$ cat config.mk
export PLATFORM = sky130hd
export DESIGN_NAME = move_input_conditioner
export DESIGN_NICKNAME = d
export VERILOG_FILES = /design/src/rtl/move_input_conditioner_pkg.sv /design/src/rtl/move_input_conditioner_input_debouncer.sv /design/src/rtl/move_input_conditioner.sv
export SDC_FILE = /design/constraint.sdc
export NUM_CORES = 1
export LEC_CHECK = 0
export ABC_AREA = 1
export CORE_ASPECT_RATIO = 1.4
export CORE_UTILIZATION = 50
export DETAILED_ROUTE_END_ITERATION = 8
export PLACE_DENSITY = 0.76
export RECOVER_POWER = 50
export SYNTH_ARGS = -nofsm -noshare
export SYNTH_HDL_FRONTEND = slang
export SYNTH_SLANG_ARGS = --single-unit
$ cat constraint.sdc
create_clock -name clk -period 1.7 [get_ports clk]
set_input_delay 0.34 -clock clk [delete_from_list [all_inputs] [get_ports clk]]
set_output_delay 0.34 -clock clk [all_outputs]
set_load 0.02 [all_outputs]
$ cat src/rtl/move_input_conditioner_pkg.sv
// move_input_conditioner_pkg
// Shared constants for the move input conditioner:
//   N_CELLS  - board cells (one switch each)
//   IDX_W    - width of a binary cell index
//   state_t  - offer FSM states
//   PLAYER_X / PLAYER_O - encoding of the turn output
package move_input_conditioner_pkg;

  localparam int N_CELLS = 9;
  localparam int IDX_W   = 4;

  typedef enum logic {
    ST_IDLE  = 1'b0,
    ST_OFFER = 1'b1
  } state_t;

  localparam logic PLAYER_X = 1'b0;
  localparam logic PLAYER_O = 1'b1;

endpackage

$ cat src/rtl/move_input_conditioner_input_debouncer.sv
// input_debouncer
// One switch channel: 2-flop synchronizer, counter debounce and a registered
// rising-edge pulse of the debounced level.
// Ports:
//   clk   - system clock
//   Reset - asynchronous active-low reset
//   raw   - raw asynchronous switch level
//   rise  - one-cycle pulse, high the cycle after the debounced level goes 0->1
module input_debouncer #(
  parameter int DEBOUNCE_CYCLES = 1000000,
  parameter int CNT_W           = 20
) (
  input  logic clk,
  input  logic Reset,
  input  logic raw,
  output logic rise
);

  localparam logic [CNT_W-1:0] CNT_LAST = CNT_W'(DEBOUNCE_CYCLES - 1);

  logic             sync_p0;
  logic             sync_p1;
  logic             stable;
  logic [CNT_W-1:0] cnt;

  // Stage p0/p1: metastability synchronizer
  always_ff @(posedge clk or negedge Reset) begin
    if (!Reset) begin
      sync_p0 <= 1'b0;
      sync_p1 <= 1'b0;
    end else begin
      sync_p0 <= raw;
      sync_p1 <= sync_p0;
    end
  end

  // Debounce stage: the synchronized level must disagree with the accepted
  // level for DEBOUNCE_CYCLES consecutive cycles; any agreement restarts it.
  always_ff @(posedge clk or negedge Reset) begin
    if (!Reset) begin
      stable <= 1'b0;
      cnt    <= '0;
      rise   <= 1'b0;
    end else if (sync_p1 == stable) begin
      cnt  <= '0;
      rise <= 1'b0;
    end else if (cnt == CNT_LAST) begin
      stable <= sync_p1;
      cnt    <= '0;
      rise   <= sync_p1;
    end else begin
      cnt  <= cnt + 1'b1;
      rise <= 1'b0;
    end
  end

endmodule

$ cat src/rtl/move_input_conditioner.sv
// move_input_conditioner
// Turns nine raw cell switches into one-at-a-time move offers for the game
// logic, tracking used cells and whose turn it is.
// Ports:
//   clk          - system clock
//   Reset        - asynchronous active-low reset
//   sw_in        - raw cell switches, bit i = cell i
//   clear        - synchronous new-game clear (active-high)
//   winState     - game over; blocks and withdraws moves while high
//   move_ready   - downstream accepts the offered move
//   move_valid   - a move is offered
//   move_onehot  - one-hot cell of the offered move
//   move_idx     - binary index of the offered cell
//   turn         - player to move (PLAYER_X / PLAYER_O)
//   used         - cells accepted this game
module move_input_conditioner
  import move_input_conditioner_pkg::*;
#(
  parameter int N_IN            = N_CELLS,
  parameter int DEBOUNCE_CYCLES = 1000000,
  parameter int CNT_W           = 20
) (
  input  logic              clk,
  input  logic              Reset,
  input  logic [N_IN-1:0]   sw_in,
  input  logic              clear,
  input  logic              winState,
  input  logic              move_ready,
  output logic              move_valid,
  output logic [N_IN-1:0]   move_onehot,
  output logic [IDX_W-1:0]  move_idx,
  output logic              turn,
  output logic [N_IN-1:0]   used
);

  logic [N_IN-1:0]  rise;
  logic [N_IN-1:0]  pending;
  logic [N_IN-1:0]  edge_ok;
  logic [N_IN-1:0]  req;
  logic [IDX_W-1:0] sel_idx;
  logic [N_IN-1:0]  sel_onehot;
  state_t           state;

  // Fixed priority: the lowest-numbered requesting cell wins.
  function automatic logic [IDX_W-1:0] lowest_idx(input logic [N_IN-1:0] v);
    logic [IDX_W-1:0] k;
    k = '0;
    for (int i = N_IN - 1; i >= 0; i--) begin
      if (v[i]) k = IDX_W'(i);
    end
    return k;
  endfunction

  for (genvar g = 0; g < N_IN; g++) begin : g_ch
    input_debouncer #(
      .DEBOUNCE_CYCLES (DEBOUNCE_CYCLES),
      .CNT_W           (CNT_W)
    ) u_deb (
      .clk   (clk),
      .Reset (Reset),
      .raw   (sw_in[g]),
      .rise  (rise[g])
    );
  end

  // Edges on used cells are dropped. A fresh edge is arbitrated in the same
  // cycle it arrives so that it does not pay an extra cycle in pending.
  assign edge_ok    = rise & ~used;
  assign req        = pending | edge_ok;
  assign sel_idx    = lowest_idx(req);
  assign sel_onehot = N_IN'(1) << sel_idx;

  // Arbitration / offer stage
  always_ff @(posedge clk or negedge Reset) begin
    if (!Reset) begin
      state       <= ST_IDLE;
      move_valid  <= 1'b0;
      move_onehot <= '0;
      move_idx    <= '0;
      turn        <= PLAYER_X;
      used        <= '0;
      pending     <= '0;
    end else if (clear) begin
      state       <= ST_IDLE;
      move_valid  <= 1'b0;
      move_onehot <= '0;
      move_idx    <= '0;
      turn        <= PLAYER_X;
      used        <= '0;
      pending     <= '0;
    end else if (winState) begin
      // Game over: drop queued edges and withdraw any live offer unaccepted.
      state       <= ST_IDLE;
      move_valid  <= 1'b0;
      move_onehot <= '0;
      move_idx    <= '0;
      pending     <= '0;
    end else begin
      case (state)
        ST_IDLE: begin
          pending <= req;
          if (|req) begin
            state       <= ST_OFFER;
            move_valid  <= 1'b1;
            move_onehot <= sel_onehot;
            move_idx    <= sel_idx;
          end
        end
        ST_OFFER: begin
          if (move_ready) begin
            used        <= used | move_onehot;
            pending     <= req & ~move_onehot;
            turn        <= (turn == PLAYER_X) ? PLAYER_O : PLAYER_X;
            state       <= ST_IDLE;
            move_valid  <= 1'b0;
            move_onehot <= '0;
            move_idx    <= '0;
          end else begin
            pending <= req;
          end
        end
      endcase
    end
  end

endmodule

==> results_dict.tcl, run 1 <==
set metrics [dict create \
    synth.mux.area_fraction_pct 0 \
    violations "setup timing" \
    cts_buffers 25 \
    max_slew_margin_pct 24.3 \
    ys.flop_type "dfrtp_1" \
    cts_tree "done" \
    dr.pass1.iters 6 \
    hold_slack_ns 0.344 \
    skew_ns 0.0142 \
    async_flop_share_pct 100 \
    worst_slack_ns -0.0118 \
    synth_nets 1459 \
    synth_top_family_by_area "simple AND/OR/NAND/NOR gates" \
    ys_ff_latch 250 \
    hold_start "g_ch[6].u_deb.sync_p0$_DFF_PN0_" \
    reg2reg_setup_slack_ns -0.01 \
    clk_pin_slew_ns 0.06 \
    highest-signal-layer "met4" \
    synth_largest_area_cell "dfrtp_1" \
    min_path_cells 0 \
    antenna_found_initial 1 \
    p_per_area_nw_per_um2 822 \
    hp-class "reg -> reg" \
    met2WireLength_microns 13700 \
    drc 0 \
    insertedDiodeCount 0 \
    critPathArrivalTime_ns 2.11 \
    worstSetupStartpointType "flip-flop" \
    syn_to_final_growth_pct 18.6 \
    yosysUniqueCellTypes 46 \
    wl_met1_microns 10700 \
    clkLatencyLatePin_ns 0.52 \
    post-route-min-period_ns 1.71 \
    max_freq_ghz 0.584 \
    reg2reg_depth 8 \
    place_congestion 0.889 \
    ys_top_cells_by_area "dfrtp_1, nor2_1, nand2_1, inv_1, xor2_1" \
    synthSimpleGateAreaFrac_pct 31.1 \
    grt_pass1_vias 10000 \
    initial_utilization_pct 51.0 \
    io_pins 38 \
    cts_max_path_buffers 3 \
    globalRoute.totalOverflow 0 \
    initialDrtViolationCount 637 \
    synth_top_cell_area_share_pct 51.2 \
    yosys_warnings 0 \
    gr-usage-all-layers_pct 21.6 \
    synth-compound-area-share_pct 4.40 \
    r2r_start "g_ch[7].u_deb.cnt[0]$_DFF_PN0_" \
    detail-route-antenna-nets 0 \
    finalMaxSlewViolations 0 \
    finalNonFillerCells 1881 \
    grt_start_max_net_pins 48 \
    synth_edf_count 0 \
    finalSetupViolCount 2 \
    yosysMostFrequentCell "nor2_1" \
    synth-xor-area-share_pct 5.88 \
    die-area_sq_um 25100 \
    rows 67 \
    period_share_pct 101 \
    vias 9932 \
    place_inst 1820 \
    maxCapViolCount 0 \
    numClockSinks 250 \
    wl_met3_microns 1130 \
    netlist_instances 1436 \
    wire_per_inst_microns 14.0 \
    crit_required_ns 2.10 \
    die_w_microns 134 \
    totalWireLength_microns 26400 \
    crit_fanout 4 \
    seq_area_frac_synth_pct 51.2 \
    synth.cells.most_frequent "nor2_1, dfrtp_1, nand2_1" \
    die_h_microns 187 \
    finalNetCount 1578 \
    leakagePower_nw 6.59 \
    numPortBuffers 37 \
    syn_avg_cell_area_sq_um 8.51 \
    dp_hpwl_microns 19100 \
    crit_path_end_kind "flip-flop" \
    synthAdderAreaFrac_pct 0.921 \
    core_sq_um 24000 \
    rsz0062_at_grt "yes" \
    via_per_inst 5.28 \
    grt_pass1_wl_microns 44800 \
    crit_type "reg -> reg" \
    tightest_slew_ns 1.14 \
    timing.final.hold_violations 0 \
    post-route-util_pct 60.4 \
    cts_root_buffer "clkbuf_16" \
    min_to "g_ch[6].u_deb.sync_p1$_DFF_PN0_" \
    drive_gt1_share_pct 16.0 \
    reg2reg_to "g_ch[7].u_deb.cnt[18]$_DFF_PN0_" \
    netlist_area_sq_um 12200 \
    ir_drop_mv 0.731 \
    htreeDepth 1 \
    status "finished with violations" \
]
==> where the power goes <==
part / total, W / switching, W / internal (W)
logic: 0.000461 / 0.000293 / 0.000167
clock network: 0.00537 / 0.00226 / 0.00311
registers: 0.00609 / 0.0000662 / 0.00602
==> area by class of cell <==
class                   count  area [sq um]
inverters                 187           702
fillers                  2075          9490
clock inverters             7          70.1
multi-input cells         985          5440
clock buffers              36           727
well taps                 310           388
repair buffers            106           902
flip-flops and latches    250          6260
==> state kept, by name, summed over array words and instances, names as in the netlist <==
name                cells
used                    9
g_ch.u_deb.rise         9
g_ch.u_deb.sync_p1      9
turn                    1
g_ch.u_deb.sync_p0      9
move_valid              1
g_ch.u_deb.cnt        180
move_idx                4
state                   1
move_onehot             9
pending                 9
g_ch.u_deb.stable       9
==> logic make-up (layout without fill, tap and decap cells) <==
logic type      count (synthesis)  after routing
simple gates                  802            802
flops                         250            250
buf+inv                       202            336
compound gates                 91             92
xor+xnor                       82             82
fa+ha+maj                       9              9
==> routing by layer <==
metal	global-route usage, %	vias up
met3	3.06	58
met4	8.08	0
li1	-	4846
met2	39.1	201
met5	0	-
met1	25.7	4827
==> layout by cell type (no fill, tap or decap), types with 11 or more instances in the layout <==
cell type,n
a211oi_1,12
a21oi_1,44
buf_4,58
clkbuf_16,25
dfrtp_1,246
dlygate4sd2_1,16
inv_1,169
inv_2,15
nand2_1,245
nand2_2,15
nand3_1,78
nand3_2,18
nand4_1,31
nor2_1,243
nor2_2,19
nor2_4,13
nor3_1,76
nor3_2,18
nor3b_1,11
o21ai_0,15
xnor2_1,22
xor2_1,60
==> worst max-delay path by stage <==
| stage | end | from | slack, ns | cells after the start |
|---|---|---|---|---|
| floorplan | move_onehot[5]$_DFFE_PN0P_ | used[2]$_DFFE_PN0P_ | 0.20 | 9 |
| global placement | g_ch[3].u_deb.cnt[16]$_DFF_PN0_ | g_ch[3].u_deb.cnt[0]$_DFF_PN0_ | 0.07 | 6 |
| detailed placement | g_ch[1].u_deb.cnt[14]$_DFF_PN0_ | g_ch[1].u_deb.cnt[0]$_DFF_PN0_ | 0.03 | 9 |
| CTS | move_onehot[4] | move_onehot[4]$_DFFE_PN0P_ | 0.0002 | 1 |
| global route | g_ch[8].u_deb.cnt[18]$_DFF_PN0_ | g_ch[8].u_deb.cnt[0]$_DFF_PN0_ | -0.12 | 7 |
| finish | g_ch[7].u_deb.cnt[18]$_DFF_PN0_ | g_ch[7].u_deb.cnt[0]$_DFF_PN0_ | -0.01 | 8 |
==> through the flow <==
stage	worst slack, ns	total power (W)	instance area, sq um	TNS, ns
2_1_floorplan	0.197	0.00636	12200	0
3_3_place_gp	0.0677	0.00663	13400	0
3_5_place_dp	0.0262	0.00665	13400	0
4_1_cts	0.000203	0.0120	14200	0
5_1_grt	-0.118	0.0124	14500	-1.46
6_report	-0.0118	0.0119	14500	-0.0165
==> timing repair <==
item	in CTS	in global routing
hold endpoints to repair	38	0
buffers inserted	0	16
hold buffers	1	0
resized for setup	34	68
cloned	0	1
pin swaps	0	21
endpoints found under the setup margin	24	141
==> worst max-delay path, cell delays in order, from the launching register on <==
cell     delay (ns)
dfrtp_1        0.37
ha_2           0.22
nand4_1        0.08
buf_4          0.17
nor3_4         0.27
nand2_2        0.11
nor2_1         0.13
xnor2_1        0.16
nor2_1         0.08
Power figures use the tool's default switching activity.
==> run 2: changes to the inputs <==
- CORE_ASPECT_RATIO: 1.4 -> 0.9
==> run 2 against run 1 <==
Compared with the run above: clock skew down 0.0044 ns; global-route usage decreased by 0.85 points; worst setup slack better by 0.035 ns; count of clock-buffer cells in the layout up 2; largest cell class unchanged; cell area is 0.93% higher; the flow now finishes without violations; highest routed layer unchanged; total power grew 4.6%; sequential power barely moved; critical endpoint is now g_ch[8].u_deb.cnt[18]$_DFF_PN0_; combinational power increased by 0.9%; largest power group unchanged; fmax is 2.1% higher.
==> results_dict.tcl, run 2 (same netlist as run 1, synthesis figures left out) <==
set metrics [dict create \
    vias 9786 \
    period_share_pct 98.6 \
    post-route-min-period_ns 1.68 \
    mostFrequentLayoutCells "dfrtp_1, nand2_1, nor2_1" \
    worstSetupStartpointType "flip-flop" \
    insertedDiodeCount 0 \
    status "complete, no violations" \
    tightest_slew_ns 0.738 \
    largest_reg_flops 180 \
    initialDrtViolationCount 698 \
    finalNetCount 1575 \
    grt_pass1_vias 9323 \
    rsz0062_at_grt "yes" \
    initial_utilization_pct 51.6 \
    clk_pin_slew_ns 0.06 \
    die_h_microns 150 \
    rows 53 \
    cts_max_path_buffers 3 \
    pre_cts_slack_ns -0.0261 \
    via_per_inst 5.22 \
    htreeDepth 1 \
    grt_pass1_wl_microns 43200 \
    syn_to_final_growth_pct 19.7 \
    critPathArrivalTime_ns 2.10 \
    antenna_found_initial 0 \
    largest-register "g_ch.u_deb.cnt" \
    drc 0 \
    place_congestion 0.909 \
    finalSetupViolCount 0 \
    timing.final.hold_violations 0 \
    dr.pass1.iters 5 \
    numClockSinks 250 \
    finalNonFillerCells 1875 \
    die-area_sq_um 25100 \
    core_sq_um 23700 \
    maxCapViolCount 0 \
    cts_root_buffer "clkbuf_16" \
    gr-usage-all-layers_pct 20.7 \
    wire_per_inst_microns 13.8 \
    final_common_cell "dfrtp_1" \
    p_per_area_nw_per_um2 853 \
    crit_fanout 4 \
    cts_tree "done" \
    finalMaxSlewViolations 0 \
    cts_buffers 27 \
    hp-class "reg -> reg" \
    dp_hpwl_microns 17800 \
    drive_gt1_share_pct 16.7 \
    max_slew_margin_pct 50.8 \
    io_pins 38 \
    die_w_microns 167 \
    ir_drop_mv 0.807 \
    max_freq_ghz 0.596 \
    worst_slack_ns 0.0230 \
    crit_type "reg -> reg" \
    leakagePower_nw 6.64 \
    crit_required_ns 2.12 \
    place_inst 1803 \
    detail-route-antenna-nets 0 \
    grt_start_max_net_pins 69 \
    globalRoute.totalOverflow 0 \
    crit_path_end_kind "flip-flop" \
    totalWireLength_microns 25900 \
    numPortBuffers 37 \
    clkLatencyLatePin_ns 0.53 \
    skew_ns 0.00988 \
]
==> run 2: cell type report <==
type	count	area, sq um
flip-flops and latches	250	6260
multi-input cells	984	5510
clock buffers	38	787
inverters	187	704
well taps	302	378
repair buffers	102	865
clock inverters	12	124
fillers	1914	9050
==> run 2: per-layer routing <==
| metal | share of wire, % | track usage, % |
|---|---|---|
| met4 | 1.9 | 4.95 |
| met3 | 5.2 | 2.68 |
| met5 | 0 | 0 |
| met2 | 47 | 34.3 |
| met1 | 46 | 29.2 |
==> run 2: path summary, 6_finish.rpt <==
path / from / endpoint / slack (ns) / cells past startpoint
max in group asynchronous: Reset / g_ch[6].u_deb.cnt[3]$_DFF_PN0_ / 0.23 / 3
worst max register to register: g_ch[8].u_deb.cnt[1]$_DFF_PN0_ / g_ch[8].u_deb.cnt[18]$_DFF_PN0_ / 0.02 / 7
min in group asynchronous: Reset / g_ch[7].u_deb.cnt[13]$_DFF_PN0_ / 0.40 / 2
worst min register to register: g_ch[2].u_deb.sync_p0$_DFF_PN0_ / g_ch[2].u_deb.sync_p1$_DFF_PN0_ / 0.35 / 0
worst max-delay path: g_ch[8].u_deb.cnt[1]$_DFF_PN0_ / g_ch[8].u_deb.cnt[18]$_DFF_PN0_ / 0.02 / 7
worst min-delay path: g_ch[2].u_deb.sync_p0$_DFF_PN0_ / g_ch[2].u_deb.sync_p1$_DFF_PN0_ / 0.35 / 0
==> run 2: repair_timing <==
item                       4_1_cts  5_1_grt
hold endpoints to repair       162        0
resized for setup               32       89
setup endpoints to repair       38      136
pin swaps                        3       35
hold buffers                     1        0
buffers inserted                 2       19
==> run 2: report_power, final <==
group	internal [W]	total, W	switching [W]
Combinational	0.000165	0.000465	0.000299
Clock	0.00354	0.00591	0.00237
Sequential	0.00602	0.00609	0.0000694
Total	0.00973	0.0125	0.00274
==> run 2: through the flow <==
| stage | hold slack (ns) | TNS [ns] | cell area, sq um | total power, W | util (%) |
|---|---|---|---|---|---|
| 2_1_floorplan | 0.0444 | 0 | 12200 | 0.00636 | - |
| 4_1_cts | 0.228 | -0.00248 | 14200 | 0.0126 | 60.0 |
| 3_5_place_dp | 0.225 | -0.0338 | 13300 | 0.00664 | 56.1 |
| 3_3_place_gp | 0.222 | 0 | 13300 | 0.00662 | 56.1 |
| 5_1_grt | 0.354 | -1.38 | 14600 | 0.0129 | 61.8 |
| 6_report | 0.346 | 0 | 14600 | 0.0125 | 61.8 |
==> run 2: worst max-delay path, cell delays in order, from the launching register on <==
cell and delay, ns:
dfrtp_1 0.36, ha_2 0.21, nand4_1 0.23, nor3_4 0.33
nand2_2 0.12, nor2_2 0.11, xor2_1 0.15, nor2_1 0.06
